### config.mk
export PLATFORM = sky130hd
export DESIGN_NAME = sccb_target
export DESIGN_NICKNAME = d
export VERILOG_FILES = /design/src/rtl/sccb_pkg.sv /design/src/rtl/sccb_line_sync.sv /design/src/rtl/sccb_target.sv
export SDC_FILE = /design/constraint.sdc
export NUM_CORES = 2
export LEC_CHECK = 0
export CAP_MARGIN = 25
export CORE_AREA = 2 2 496 498
export DETAILED_ROUTE_END_ITERATION = 6
export DIE_AREA = 0 0 498 500
export PLACE_DENSITY = 0.6
export SYNTH_ARGS = -nofsm -noshare
export SYNTH_HDL_FRONTEND = slang
export SYNTH_SLANG_ARGS = --single-unit
### constraint.sdc
create_clock -name clk -period 78.6 [get_ports clk]
set_input_delay 11.79 -clock clk [delete_from_list [all_inputs] [get_ports clk]]
set_output_delay 11.79 -clock clk [all_outputs]
set_load 0.03 [all_outputs]
### src/rtl/sccb_pkg.sv
// Shared SCCB definitions: target FSM states and the default camera address.
// The SCCB master uses the same address constant.
package sccb_pkg;

  localparam logic [7:0] SCCB_CAM_ADDR = 8'h42;

  typedef enum logic [3:0] {
    ST_IDLE      = 4'd0,
    ST_DEV       = 4'd1,
    ST_ACK_DEV   = 4'd2,
    ST_REG       = 4'd3,
    ST_ACK_REG   = 4'd4,
    ST_WDATA     = 4'd5,
    ST_ACK_DATA  = 4'd6,
    ST_RDATA     = 4'd7,
    ST_RD_NA     = 4'd8,
    ST_WAIT_STOP = 4'd9
  } sccb_state_t;

endpackage

### src/rtl/sccb_line_sync.sv
// Synchronizer for one open-drain SCCB line plus edge detection.
// The edge detector compares the last two synchronized samples.
module sccb_line_sync #(
  parameter int SYNC_STAGES = 2
) (
  input  logic i_clk,
  input  logic i_reset,
  input  logic i_line,
  output logic o_level,
  output logic o_rise,
  output logic o_fall
);

  localparam int STAGES = (SYNC_STAGES < 2) ? 2 : SYNC_STAGES;

  logic [STAGES-1:0] r_sync;
  logic              r_prev;

  // Flops reset to 1 so an idle (pulled-up) bus produces no edge after reset.
  always_ff @(posedge i_clk or posedge i_reset) begin
    if (i_reset) begin
      r_sync <= '1;
      r_prev <= 1'b1;
    end else begin
      r_sync <= {r_sync[STAGES-2:0], i_line};
      r_prev <= r_sync[STAGES-1];
    end
  end

  assign o_level = r_sync[STAGES-1];
  assign o_rise  = r_sync[STAGES-1] & ~r_prev;
  assign o_fall  = ~r_sync[STAGES-1] & r_prev;

endmodule

### src/rtl/sccb_target.sv
// SCCB target with a 256x8 register file and a persistent register pointer.
// wr_valid is a one-clock strobe (no ready): wr_addr/wr_data are valid in that cycle.
module sccb_target
  import sccb_pkg::*;
#(
  parameter logic [7:0] DEV_ADDR    = SCCB_CAM_ADDR,
  parameter int         SYNC_STAGES = 2
) (
  input  logic        clk,
  input  logic        reset,
  input  logic        SIOC,
  input  logic        SIOD,
  output logic        SIOD_oe,
  output logic        wr_valid,
  output logic [7:0]  wr_addr,
  output logic [7:0]  wr_data,
  output logic        busy,
  output sccb_state_t dbg_state
);

  localparam logic [7:0] RD_ADDR = DEV_ADDR | 8'h01;

  logic w_scl_lvl, w_scl_rise, w_scl_fall;
  logic w_sda_lvl, w_sda_rise, w_sda_fall;
  logic w_start, w_stop;
  logic [7:0] w_byte_next;

  sccb_state_t r_state;
  logic [3:0]  r_bit_cnt;
  logic [7:0]  r_shift;
  logic [7:0]  r_ptr;
  logic        r_rd;
  logic        r_oe;
  logic        r_wr_valid;
  logic [7:0]  r_wr_addr;
  logic [7:0]  r_wr_data;
  logic [7:0]  r_regs [256];

  sccb_line_sync #(.SYNC_STAGES(SYNC_STAGES)) u_sync_scl (
    .i_clk(clk), .i_reset(reset), .i_line(SIOC),
    .o_level(w_scl_lvl), .o_rise(w_scl_rise), .o_fall(w_scl_fall)
  );

  sccb_line_sync #(.SYNC_STAGES(SYNC_STAGES)) u_sync_sda (
    .i_clk(clk), .i_reset(reset), .i_line(SIOD),
    .o_level(w_sda_lvl), .o_rise(w_sda_rise), .o_fall(w_sda_fall)
  );

  assign w_start     = w_sda_fall & w_scl_lvl;
  assign w_stop      = w_sda_rise & w_scl_lvl;
  assign w_byte_next = {r_shift[6:0], w_sda_lvl};

  always_ff @(posedge clk or posedge reset) begin
    if (reset) begin
      r_state    <= ST_IDLE;
      r_bit_cnt  <= 4'd0;
      r_shift    <= 8'h00;
      r_ptr      <= 8'h00;
      r_rd       <= 1'b0;
      r_oe       <= 1'b0;
      r_wr_valid <= 1'b0;
      r_wr_addr  <= 8'h00;
      r_wr_data  <= 8'h00;
      for (int i = 0; i < 256; i++) r_regs[i] <= 8'h00;
    end else begin
      r_wr_valid <= 1'b0;
      if (w_start) begin
        r_state   <= ST_DEV;
        r_bit_cnt <= 4'd0;
        r_shift   <= 8'h00;
        r_oe      <= 1'b0;
      end else if (w_stop) begin
        r_state   <= ST_IDLE;
        r_bit_cnt <= 4'd0;
        r_oe      <= 1'b0;
      end else begin
        case (r_state)
          ST_DEV, ST_REG, ST_WDATA: begin
            if (w_scl_rise && r_bit_cnt != 4'd8) begin
              r_shift   <= w_byte_next;
              r_bit_cnt <= r_bit_cnt + 4'd1;
              if (r_state == ST_WDATA && r_bit_cnt == 4'd7) begin
                r_regs[r_ptr] <= w_byte_next;
                r_wr_valid    <= 1'b1;
                r_wr_addr     <= r_ptr;
                r_wr_data     <= w_byte_next;
              end
            end else if (w_scl_fall && r_bit_cnt == 4'd8) begin
              r_bit_cnt <= 4'd0;
              case (r_state)
                ST_DEV: begin
                  if (r_shift == DEV_ADDR || r_shift == RD_ADDR) begin
                    r_state <= ST_ACK_DEV;
                    r_rd    <= (r_shift == RD_ADDR);
                    r_oe    <= 1'b1;
                  end else begin
                    r_state <= ST_WAIT_STOP;
                  end
                end
                ST_REG: begin
                  r_ptr   <= r_shift;
                  r_state <= ST_ACK_REG;
                  r_oe    <= 1'b1;
                end
                default: begin
                  r_state <= ST_ACK_DATA;
                  r_oe    <= 1'b1;
                end
              endcase
            end
          end
          ST_ACK_DEV: begin
            if (w_scl_fall) begin
              r_bit_cnt <= 4'd0;
              if (r_rd) begin
                // First read bit goes out on the same falling edge that ends the ACK.
                r_state <= ST_RDATA;
                r_shift <= r_regs[r_ptr];
                r_oe    <= ~r_regs[r_ptr][7];
              end else begin
                r_state <= ST_REG;
                r_oe    <= 1'b0;
              end
            end
          end
          ST_ACK_REG: begin
            if (w_scl_fall) begin
              r_state <= ST_WDATA;
              r_oe    <= 1'b0;
            end
          end
          ST_ACK_DATA: begin
            if (w_scl_fall) begin
              r_state <= ST_WAIT_STOP;
              r_oe    <= 1'b0;
            end
          end
          ST_RDATA: begin
            if (w_scl_rise && r_bit_cnt != 4'd8) begin
              r_bit_cnt <= r_bit_cnt + 4'd1;
            end else if (w_scl_fall) begin
              if (r_bit_cnt == 4'd8) begin
                r_state   <= ST_RD_NA;
                r_bit_cnt <= 4'd0;
                r_oe      <= 1'b0;
              end else begin
                r_shift <= {r_shift[6:0], 1'b0};
                r_oe    <= ~r_shift[6];
              end
            end
          end
          ST_RD_NA: begin
            if (w_scl_fall) r_state <= ST_WAIT_STOP;
          end
          default: ;
        endcase
      end
    end
  end

  assign SIOD_oe   = r_oe;
  assign wr_valid  = r_wr_valid;
  assign wr_addr   = r_wr_addr;
  assign wr_data   = r_wr_data;
  assign busy      = (r_state != ST_IDLE);
  assign dbg_state = r_state;

endmodule

==> summary.txt <==
Pwr
  • Total leakage power: 0.0510 uW
  • Pwr Total: 2270 uW
  • Cell Pwr Density: 21.1 nW/um2
  • Largest vdd supply drop: 0.0280 mV

Floorplan
  • Starting Density: 39.7%
  • Full die area: 249000 um2
  • Die Wd: 498 um
  • Placeable Area: 244000 um2
  • Height of the die: 500 um
  • IO Count: 27
  • Site row count: 182

Logic synthesis
  • Register bit count reported by yosys: 2097
  • List of most frequent post-synthesis cells: dfrtp_1 (2091), mux2_2 (2036), mux4_2 (389)
  • Top FF cell, synth: dfrtp_1
  • Yosys warns: 0
  • Top cells by area, synth: dfrtp_1 (54%), mux2_2 (24%), mux4_2 (9.0%)
  • Post-Synth Simple-Gate Area: 4.81%
  • Adder-cell share of the synthesized area: 0.0258%
  • Post-synthesis mux area share: 35.5%
  • Cell taking the most area after synthesis: dfrtp_1
  • Count leader, synth: dfrtp_1
  • Syn_nets: 6305
  • Top-area cell type share of the netlist area: 54.0%
  • Yosys cell types: 65
  • Compound-Gate Fraction of Synth Area: 3.42%
  • Largest family of logic cells by synthesized area: multiplexers
  • Synth Instances: 6299
  • Xor-xnor portion of the synthesized cell area: 0.0181%
  • Avg Cell Area, Syn: 15.4 um2
  • Synth async-reset ratio: 100%
  • Post-synthesis cell area: 97000 um2
  • Sequential-to-total area share from yosys stat: 54.1%
  • Post-synth EDFFs: 0

Worst setup path
  • Most used cell, CP: buf_4
  • CP Cell Sequence: clkdlybuf4s50_1 > inv_8 > buf_4 > buf_12 > buf_4 > buf_4 > buf_4 > buf_4 > buf_16
  • Worst EP arrival: 17.84 ns
  • Critical Path RT: 79.62 ns
  • CP max stage delay: 0.87 ns
  • Crit Path Class: input port to async pin
  • Slowest CP cell: buf_4
  • Worst setup EP type: async pin
  • CP startpoint kind: input port
  • Crit Path Max Fanout: 140

GRT
  • GRT met1 Usage: 29.0%
  • All-layer global routing usage: 20.8%
  • Grt met3 use: 3.30%
  • Met2 global-route usage: 33.2%
  • Busiest grt layer: met2
  • Total grt overflow: 0
  • Initial antenna violation count: 4
  • Largest net degree at the start of global routing: 204
  • Vias in the first global route: 57700
  • First-pass GRT wire length: 391000 um

Placement
  • Hpwl dp: 157000 um
  • Cell count after placement: 9181
  • # port buffers: 26
  • Placer Congestion: 0.849
  • Post-place setup slack: 60.34 ns

Timing
  • Fmax: 0.0594 GHz
  • Final period utilization: 21.4%
  • Final number of max-transition violations: 0
  • Setup violations, final: 0
  • PnR worst setup slack: 61.77 ns
  • RSZ-0062 raised after global routing: false
  • Slew headroom: 24.9%
  • Final Hold Viols: 0
  • Worst Tran Pin Value: 1.12 ns
  • Period minus WS final: 16.83 ns
  • Final TNS setup: 0 ns
  • Worst clock skew: 0.0288 ns

Finish
  • Non-Filler Instances: 9587
  • Nets: 6193
  • Layout cell share with drive strength beyond 1: 50.5%
  • Area delta synth->final: 11.4%

Route
  • DRC Markers: 0
  • DR vias/cell: 5.73
  • DR vias: 55000
  • Routed WL: 259000 um
  • Initial DRC count: 3569
  • Routed WL per cell: 27.0 um
  • Antenna viol nets, final: 0
  • Pre-Repair DR Iteration Count: 5

CTS
  • CTS tree: done
  • H-tree depth: 4
  • Clk_lat worst skew: 0.87 ns
  • Root buf cell: clkbuf_16
  • CTS buffer count: 215
  • Post-CTS Resized: 0
  • Clock-pin slew on the worst setup and hold paths: 0.06 ns
  • Post-CTS setup repair buffer count: 0
  • CTS Sinks: 2097
  • Clk buf depth: 3
  • Hold-fix buffers, CTS: 0

Job
  • Max Cap Viol: 0

Run status
  • Status: finished clean

Hold path
  • Worst hold-check path type: register to register
-- registers in the layout, indices dropped and copies added, names as in the netlist --
signal and flops:
u_sync_scl.r_prev 1, dbg_state 4, u_sync_sda.r_prev 1, r_shift 8, wr_valid 1, r_regs 2048, SIOD_oe 1, wr_data 8
u_sync_sda.r_sync 2, r_bit_cnt 4, u_sync_scl.r_sync 2, r_rd 1, r_ptr 8, wr_addr 8
-- layout make-up --
class	count	area, um2
fill	21500	136000
sequential	2097	52500
multi-input combinational	3718	42600
clock buffer	326	6440
tap	3220	4030
timing repair buffer	147	1490
clock inverter	69	860
inverter	8	37.5
antenna	2	5.00
-- final timing paths --
path,startpoint,to,slack [ns],cells past startpoint
worst max-delay path,reset,r_regs[227]$_DFFE_PP0P_,61.77,9
worst min-delay path,u_sync_sda.r_sync[0]$_DFF_PP1_,u_sync_sda.r_sync[1]$_DFF_PP1_,0.36,0
worst max register to register,r_ptr[1]$_DFFE_PP0P_,r_shift[6]$_DFFE_PP0P_,73.22,10
worst min register to register,u_sync_sda.r_sync[0]$_DFF_PP1_,u_sync_sda.r_sync[1]$_DFF_PP1_,0.36,0
max in group clk,dbg_state[2]$_DFFE_PP0P_,busy,64.00,3
min in group asynchronous,reset,r_regs[1021]$_DFFE_PP0P_,11.49,2
-- cells in the final DEF, fill, tap and decap left out, types with 22 or more instances in the layout --
cell	n
nand2_1	118
a22oi_1	158
nor2_8	90
a22o_1	68
mux2i_1	242
mux2_2	2036
o22ai_1	22
nand3_1	50
nor2_2	129
a221oi_1	77
buf_4	99
clkbuf_1	50
clkinv_2	40
mux4_2	389
nand4_1	25
clkbuf_8	58
dfrtp_1	2080
nor2_4	44
nor2_1	31
a21oi_1	46
o21ai_0	28
clkdlybuf4s50_1	26
mux2_1	27
clkbuf_16	218
-- metal layers --
layer  vias to the layer above  part of all wire, %
met5                         -                    0
met4                         0                  3.3
met3                       404                  4.4
met2                      1125                   47
met1                     30100                   45
li1                      23300                    -
-- metrics by stage --
step	cell area, um2	hold WS (ns)	util [%]
floorplan	97000	0.345	-
finish	108000	0.358	44.2
detailed placement	100000	0.350	41.1
global placement	100000	0.350	41.1
global route	108000	0.365	44.2
CTS	108000	0.359	44.1
-- worst max-delay path: cells and delay by family --
kind | cells | cell delay [ns]
buffers and inverters | 9 | 5.64
-- power breakdown --
part	switching, uW	internal (uW)	leakage, uW
Sequential	19.3	1080	0.0293
Combinational	98.0	18.6	0.0181
Clock	437	618	0.00362
-- cells by family after synthesis --
kind of cell | count (synthesis)
buffers and inverters | 484
AO/OA/AOI/OAI | 442
adder cells (fa/ha/maj) | 2
flip-flops | 2097
multiplexers | 2694
XOR/XNOR | 2
AND/OR/NAND/NOR | 578
No activity file was read; power rests on OpenSTA's default activity.
